## src/rtl/drext_pkg.sv

```systemverilog
// Shared types and helpers for the data-read extension unit.
// Latency: n/a (declarations only).
// Backpressure: n/a (declarations only).
package drext_pkg;

    typedef enum logic [1:0] {
        SZ_WORD = 2'd0,
        SZ_HALF = 2'd1,
        SZ_BYTE = 2'd2
    } acc_size_e;

    localparam int BYTE_W = 8;
    localparam int HALF_W = 16;

    // Byte wins over halfword when both flags are raised.
    function automatic acc_size_e decode_size(input logic is_byte, input logic is_half);
        acc_size_e sz;
        if (is_byte) begin
            sz = SZ_BYTE;
        end else if (is_half) begin
            sz = SZ_HALF;
        end else begin
            sz = SZ_WORD;
        end
        return sz;
    endfunction

endpackage

```

## src/rtl/drext_lane_sel.sv

```systemverilog
// Lane mux plus zero/sign extender for byte, halfword and word loads.
// Latency: purely combinational, zero cycles.
// Backpressure: none; output follows inputs continuously.
//
// Ports: in_data (raw word), low_addr (addr[1:0]), size (decoded access size),
//        exsign (1 = sign-extend), out_data (extended result).
module drext_lane_sel
    import drext_pkg::*;
#(
    parameter int DW = 32
) (
    input  logic [DW-1:0] in_data,
    input  logic [1:0]    low_addr,
    input  acc_size_e     size,
    input  logic          exsign,
    output logic [DW-1:0] out_data
);

    logic [BYTE_W-1:0] lane_b;
    logic [HALF_W-1:0] lane_h;

    always_comb begin
        lane_b = in_data[7:0];
        case (low_addr)
            2'd0:    lane_b = in_data[7:0];
            2'd1:    lane_b = in_data[15:8];
            2'd2:    lane_b = in_data[23:16];
            default: lane_b = in_data[31:24];
        endcase

        // low_addr[0] is deliberately ignored for halfwords; the misalign
        // flag reports that case instead of shifting the lane.
        lane_h = low_addr[1] ? in_data[31:16] : in_data[15:0];

        out_data = in_data;
        case (size)
            SZ_BYTE: out_data = {{(DW-BYTE_W){exsign & lane_b[BYTE_W-1]}}, lane_b};
            SZ_HALF: out_data = {{(DW-HALF_W){exsign & lane_h[HALF_W-1]}}, lane_h};
            default: out_data = in_data;
        endcase
    end

endmodule

```

## src/rtl/drext_unit.sv

```systemverilog
// MEM-stage load extraction/extension with misalign flag and sticky misalign status.
// Latency: out_data/misalign combinational (1 cycle when DREXT_OUT_REG_EN is defined).
// Backpressure: none; result is valid whenever inputs are.
//
// Optional feature macro: DREXT_OUT_REG_EN registers out_data and misalign.
// Ports: clk, rst (async active-low), in_data, low_addr, exsign, isByte, isHalf,
//        rd_en (qualifies status update), err_clr (sync clear of sticky),
//        out_data, misalign, misalign_sticky.
module drext_unit
    import drext_pkg::*;
#(
    parameter int DW = 32
) (
    input  logic          clk,
    input  logic          rst,
    input  logic [DW-1:0] in_data,
    input  logic [1:0]    low_addr,
    input  logic          exsign,
    input  logic          isByte,
    input  logic          isHalf,
    input  logic          rd_en,
    input  logic          err_clr,
    output logic [DW-1:0] out_data,
    output logic          misalign,
    output logic          misalign_sticky
);

    acc_size_e     size;
    logic [DW-1:0] ext_data;
    logic          mis_c;
    logic          sticky_set;

    assign size = decode_size(isByte, isHalf);

    drext_lane_sel #(
        .DW (DW)
    ) u_lane_sel (
        .in_data  (in_data),
        .low_addr (low_addr),
        .size     (size),
        .exsign   (exsign),
        .out_data (ext_data)
    );

    always_comb begin
        mis_c = 1'b0;
        case (size)
            SZ_HALF: mis_c = low_addr[0];
            SZ_WORD: mis_c = (low_addr != 2'd0);
            default: mis_c = 1'b0;
        endcase
    end

`ifdef DREXT_OUT_REG_EN
    logic rd_en_q;

    always_ff @(posedge clk or negedge rst) begin
        if (!rst) begin
            out_data <= '0;
            misalign <= 1'b0;
            rd_en_q  <= 1'b0;
        end else begin
            out_data <= ext_data;
            misalign <= mis_c;
            rd_en_q  <= rd_en;
        end
    end

    // Status tracks the registered view so it lines up with the delayed result.
    assign sticky_set = rd_en_q & misalign;
`else
    assign out_data   = ext_data;
    assign misalign   = mis_c;
    assign sticky_set = rd_en & mis_c;
`endif

    // Clear wins over set so software can acknowledge while faults continue.
    always_ff @(posedge clk or negedge rst) begin
        if (!rst) begin
            misalign_sticky <= 1'b0;
        end else if (err_clr) begin
            misalign_sticky <= 1'b0;
        end else if (sticky_set) begin
            misalign_sticky <= 1'b1;
        end
    end

endmodule

```

## config.mk

```make
export PLATFORM = sky130hd
export DESIGN_NAME = drext_unit
export DESIGN_NICKNAME = d
export VERILOG_FILES = /design/src/rtl/drext_pkg.sv /design/src/rtl/drext_lane_sel.sv /design/src/rtl/drext_unit.sv
export SDC_FILE = /design/constraint.sdc
export NUM_CORES = 1
export LEC_CHECK = 0
export ABC_AREA = 1
export CAP_MARGIN = 20
export CORE_MARGIN = 2
export CORE_UTILIZATION = 31
export CTS_CLUSTER_SIZE = 12
export DETAILED_ROUTE_END_ITERATION = 6
export PLACE_DENSITY = 0.88
export REMOVE_ABC_BUFFERS = 1
export SETUP_SLACK_MARGIN = 0.2
export SYNTH_ARGS = -nofsm -noshare
export SYNTH_HDL_FRONTEND = slang
export SYNTH_HIERARCHICAL = 1
export SYNTH_SLANG_ARGS = --single-unit
```

## constraint.sdc

```tcl
create_clock -name clk -period 2.91 [get_ports clk]
set_input_delay 0.7275 -clock clk [delete_from_list [all_inputs] [get_ports clk]]
set_output_delay 0.7275 -clock clk [all_outputs]
set_load 0.1 [all_outputs]
```

==> results of run 1 <==
[kinds of logic after synthesis]
kind of cell | after synthesis
and+or+nand+nor | 111
buffers and inverters | 27
DFF | 1
adders and majority gates | 2
AOI/OAI and AO/OA | 36
[metrics by stage]
step | setup TNS (ns) | instances | setup WS (ns)
after detailed placement | -11.33 | 304 | -0.474
after global placement | -10.76 | 304 | -0.393
after floorplan | -26.02 | 168 | -1.65
==> results.txt, run 1 <==
Synthesis instantiated 21 different standard cells from the library. The cell area after technology mapping is ~800 um2. The HPWL reported at the end of detailed placement is between 3000 and 4000 um. The synthesized design contains 0 enable-type register cells. The number of hold-repair buffers added at the cts stage is 0. The flow did not finish. The library cell with the largest summed area after synthesis is nand2_1. The most common cell in the synthesized netlist is nand2_1. The most used flip-flop cell after synthesis is dfrtp_1.

The async set-reset flop share out of synthesis is 100%. The cell area after placement came out at ~2100 um2. The total of flip-flops plus latches after synthesis came out at 1. The tool reported: "[ERROR DPL-0033] detailed placement checks failed during check placement". The top-level port count is 75. In the post-synthesis netlist, the biggest area contributors are nand2_1 39%, a21oi_1 12%, o21ai_0 7.9%. The initial core utilization came out at 33.0%.

The final weighted congestion in routability-driven placement came out at roughly 0.8. The stage where the flow stopped is 4_1_cts. Summing the areas of all xor and xnor instances in the mapped netlist gives 0% of the synthesized area.

The number of buffers added on ports is between 70 and 80. The count of instances resized after the clock tree is built is 112. The synthesized-area fraction occupied by and/or/nand/nor cells is 53.9%. Sequential elements use under 10% of the synthesized area.

The number of placement rows came out at 18. The synthesized area divided by synthesized cell count is between 4 and 5 um2. The yosys synthesis warning count came out at 6.

The die extent in x is between 50 and 60 um. The top-area cell type share of the netlist area is 39.2%. After synthesis, the largest family of logic cells by area is simple AND/OR/NAND/NOR gates.

In the synthesized netlist, the cells that appear most often are 86 x nand2_1, 19 x a21oi_1, 16 x inv_1, 16 x nor2_1, 13 x o21ai_0. The synthesized netlist devotes between 3 and 4% of its cell area to adder and majority cells. The post-CTS setup buffer count is 1.

The die extent in y is around 56 um. Multiplexer cells account for 0% of the synthesized area. The synthesized netlist devotes a little under a quarter of its cell area to compound gates. The synthesized instance count came out at 177.
==> inputs of run 2 (changes only) <==
--- a/config.mk
+++ b/config.mk
@@ -7,13 +7,11 @@
 export LEC_CHECK = 0
 export ABC_AREA = 1
 export CAP_MARGIN = 20
-export CORE_MARGIN = 2
-export CORE_UTILIZATION = 31
-export CTS_CLUSTER_SIZE = 12
+export CORE_AREA = 2 2 63 65
 export DETAILED_ROUTE_END_ITERATION = 6
-export PLACE_DENSITY = 0.88
+export DIE_AREA = 0 0 65 67
+export PLACE_DENSITY_LB_ADDON = 0.15
 export REMOVE_ABC_BUFFERS = 1
-export SETUP_SLACK_MARGIN = 0.2
 export SYNTH_ARGS = -nofsm -noshare
 export SYNTH_HDL_FRONTEND = slang
 export SYNTH_HIERARCHICAL = 1
==> run 2 against run 1 <==
- the flow now finishes without violations
- synthesized cell count did not move
- area after synthesis did not move
==> results.txt, run 2 <==
Net switching is between 60 and 70% of the power. The proportion of synthesized chip area in sequential cells is 3.03% (unchanged). The cell count after placement came out at 317 (was 304).

The initial core utilization is 22.9% (was 33.0%). The worst-path cell with the longest stage delay is dlygate4sd2_1. The data arrival time of the critical path came out at ~2.1 ns.

More flip-flops sit in one register than any other, and that register is misalign_sticky. The library cells used most frequently in the layout, excluding fill and tap cells, are 69 x nand2_1, 36 x clkdlybuf4s50_1, 35 x buf_12. For the worst-skew pair, the clock arrives at the later sink with an insertion delay of 0 ns. The first-pass GRT wire length is roughly 6500 um. The die extent in y is 67 um (was 55.6 um). Leaving out filler cells and counting taps, the final layout contains around 320. The wire length per cell came out at ~12 um. In this run the remaining antenna-violating nets after routing total 0. The final layout contains between 300 and 400 nets. The number of hold-repair buffers added at the cts stage came out at 0 (unchanged). The global routing usage summed across all routing layers came out at about a fifth. The leakage power figure is 0.00110 uW.

The number of buffers and inverters on the critical path came out at 2. The nature of the critical path endpoint is an output pin. The region available for standard cell placement spans approximately 3600 um2. The count of flip-flops with a built-in enable after synthesis came out at 0 (unchanged). The worst path required time came out at between 2 and 2.5 ns. The largest single stage delay on the critical path is 0.43 ns. The worst setup skew after layout came out at 0 ns. The yosys synthesis warning count came out at 6 (unchanged). The most used flip-flop cell after synthesis was dfrtp_1 (unchanged). The top-level port count was 75 (unchanged). Adding up every negative setup slack in the final design gives 0 ns. The worst setup path is launched from an input pin.

Most frequent cells after synthesis: 86 x nand2_1, 19 x a21oi_1, 16 x inv_1, 16 x nor2_1, 13 x o21ai_0 (unchanged). Combinational logic is responsible for a little over nine tenths of the overall power. In the final layout, the registers with the most flip-flops are misalign_sticky x1. The flip-flop count of the largest register, all copies and words added is 1. The max-slew violation count is 0. Entering global routing, the biggest net connects 18 pins. The endpoint identified for the worst register-to-register timing path is misalign_sticky. The total of flip-flops plus latches after synthesis is 1 (unchanged). The switching power came out at ~600 uW. The smallest clock period supported by the final layout is computed as roughly 2.9 ns. The period utilization came out at a little over nine tenths. The HPWL reported at the end of detailed placement is 2960 um (was 3110 um).

The share of cells above drive strength 1 came out at 41.7%. The min-delay analysis places its worst path in the category reg2reg. Result of the run: complete, no violations (was aborted with a tool error). The number of hold violations in the final report is 0. The worst-margin pin slew is about 0.38 ns. The die extent in x came to 65 um (was 55.6 um).

The distinct cell type count after synthesis came out at 21 (unchanged). The critical path goes through dlygate4sd2_1 > nand2_2 > nor2_1 > nor2_4 > nand2_2 > nand2_4 > nand2_8 > nand2_4 > buf_12. The library cell with the largest summed area after synthesis is nand2_1 (unchanged). Summed over all layers, the global routing overflow is 0.

Dominant cells by area after synthesis: nand2_1 39%, a21oi_1 12%, o21ai_0 7.9% (unchanged). The internal power is ~370 uW. The synthesized area divided by synthesized cell count came out at 4.66 um2 (unchanged). The first TritonRoute pass finished after 4 iterations. The async set-reset flop share out of synthesis is 100% (unchanged).

The top-area cell type share of the netlist area came out at 39.2% (unchanged). The endpoint of the worst hold path is misalign_sticky. Counting instances, the worst hold path has a depth of 2.

Clock-pin slew was measured on the worst setup and hold paths at 0 ns. The highest fanout seen on the critical path came out at 8. The number of buffers added on ports came out at 74 (unchanged).

The number of global-route vias before repair came to 1465. The setup slack of the worst register-to-register path came out at 2.31 ns. The most numerous cell in the Yosys netlist is nand2_1 (unchanged). Fill cells in the final layout number between 200 and 300. The total number of vias came out at 1424. The startpoint identified for the worst register-to-register timing path is misalign_sticky.

The final weighted congestion in routability-driven placement is 0.756 (was 0.803). The total wire length came out at around 3900 um. The die covers around 4400 um2. Grouping stages by cell kind, the critical path spends the most delay in simple AND/OR/NAND/NOR gates.

The sequential group share of total power came out at approximately 1.6%. The max-capacitance violation count is 0. The synthesized instance count came out at 177 (unchanged). The cell area after technology mapping came out at 825 um2 (unchanged).

The number of antenna violations at the first check in global routing came to 1. The number of placement rows is 22 (was 18). The max-slew headroom at the worst pin came out at approximately 75%. The startpoint of the lowest-slack hold path is misalign_sticky.

After detailed routing, the number of vias per cell comes to 4.52. Compared with the post-synthesis result, the final layout area differs by 190%. The maximum resistive drop on vdd came out at 0.000251 V. The path depth of the worst reg2reg path is 2.

The library cell used most frequently in the layout, excluding fill and tap cells, is nand2_1. The power density relative to cell area is between 400 and 500 nW/um2. The share of total power dissipated in the clock network is 0%. In the routed design, unresolved DRC markers number 0.

Setup violations remaining at the end of the flow were counted as 0. The upper clock frequency limit is 348 MHz. The starting DRC count in detailed routing is 26. The critical path is of the in2out type.
## run 2: cell counts after synthesis
Identical to the previous run, type by type.
## run 2: cell type report
class / instances / area [um2] / share of cell area, %
Tap cell: 48 / 60.1 / 2.52
Antenna cell: 1 / 2.50 / 0.105
Inverter: 18 / 71.3 / 2.99
Multi-Input combinational cell: 150 / 956 / 40.0
Timing Repair Buffer: 97 / 1270 / 53.3
Sequential cell: 1 / 25.0 / 1.05
## run 2: worst register-to-register path, cell delays in order, from the launching register on
cell and delay [ns]:
dfrtp_1 0.35, inv_1 0.07, a21oi_2 0.05
## run 2: logic make-up after synthesis
group           after synthesis  share of synthesized area [%]
compound gates               36                           23.5
fa+ha+maj                     2                           3.03
buf+inv                      27                           16.5
flops                         1                           3.03
simple gates                111                           53.9
## run 2: timing repair
action | 4_1_cts | 5_1_grt
buffers inserted | 2 | 0
cloned | 1 | 0
gates resized for setup | 78 | 19
endpoints found under the hold margin | 0 | 0
setup endpoints to repair | 32 | 30
pin swaps | 8 | 16
## run 2: worst max path at each step
stage                      startpoint            to  slack (ns)  cells past startpoint
after floorplan                isHalf   out_data[0]       -1.65                      6
after global placement         isByte   out_data[1]       -0.43                      9
after detailed placement       isHalf   out_data[5]       -0.46                     13
after CTS                      isHalf   out_data[5]      -0.001                     11
after global routing      low_addr[0]  out_data[27]       -0.02                      9
final                     low_addr[0]  out_data[27]        0.04                      9
## run 2: power by group through the flow
stage	clock network, uW	logic (uW)	registers [uW]
floorplan	0	496	21.6
global placement	0	886	15.4
detailed placement	0	889	15.4
CTS	0	955	15.4
global route	0.0000459	990	15.5
finish	0.0000460	953	15.4
## run 2: stage by stage
step	instance area, um2	hold slack (ns)	worst slack, ns	util (%)	power (uW)
4_1_cts	2360	0.529	-0.00133	65.5	970
3_3_place_gp	2100	0.522	-0.432	58.2	901
6_report	2390	0.525	0.0378	66.2	968
5_1_grt	2390	0.560	-0.0231	66.2	1010
3_5_place_dp	2100	0.530	-0.463	58.2	904
2_1_floorplan	756	0.432	-1.65	-	517
## run 2: layer usage
layer	vias to the layer above	global-route usage [%]	part of all wire, %
met5	-	0	0
met2	57	32.6	49
li1	733	-	-
met4	0	2.39	0.67
met3	4	5.91	10
met1	630	22.7	40
Power figures use the tool's default switching activity.
==> inputs of run 3 (changes only) <==
--- a/config.mk
+++ b/config.mk
@@ -10,6 +10,7 @@
 export CORE_AREA = 2 2 63 65
 export DETAILED_ROUTE_END_ITERATION = 6
 export DIE_AREA = 0 0 65 67
+export GPL_ROUTABILITY_DRIVEN = 0
 export PLACE_DENSITY_LB_ADDON = 0.15
 export REMOVE_ABC_BUFFERS = 1
 export SYNTH_ARGS = -nofsm -noshare
==> results of run 3 <==
No change in the layout: final DEF, timing and power equal those of run 2.
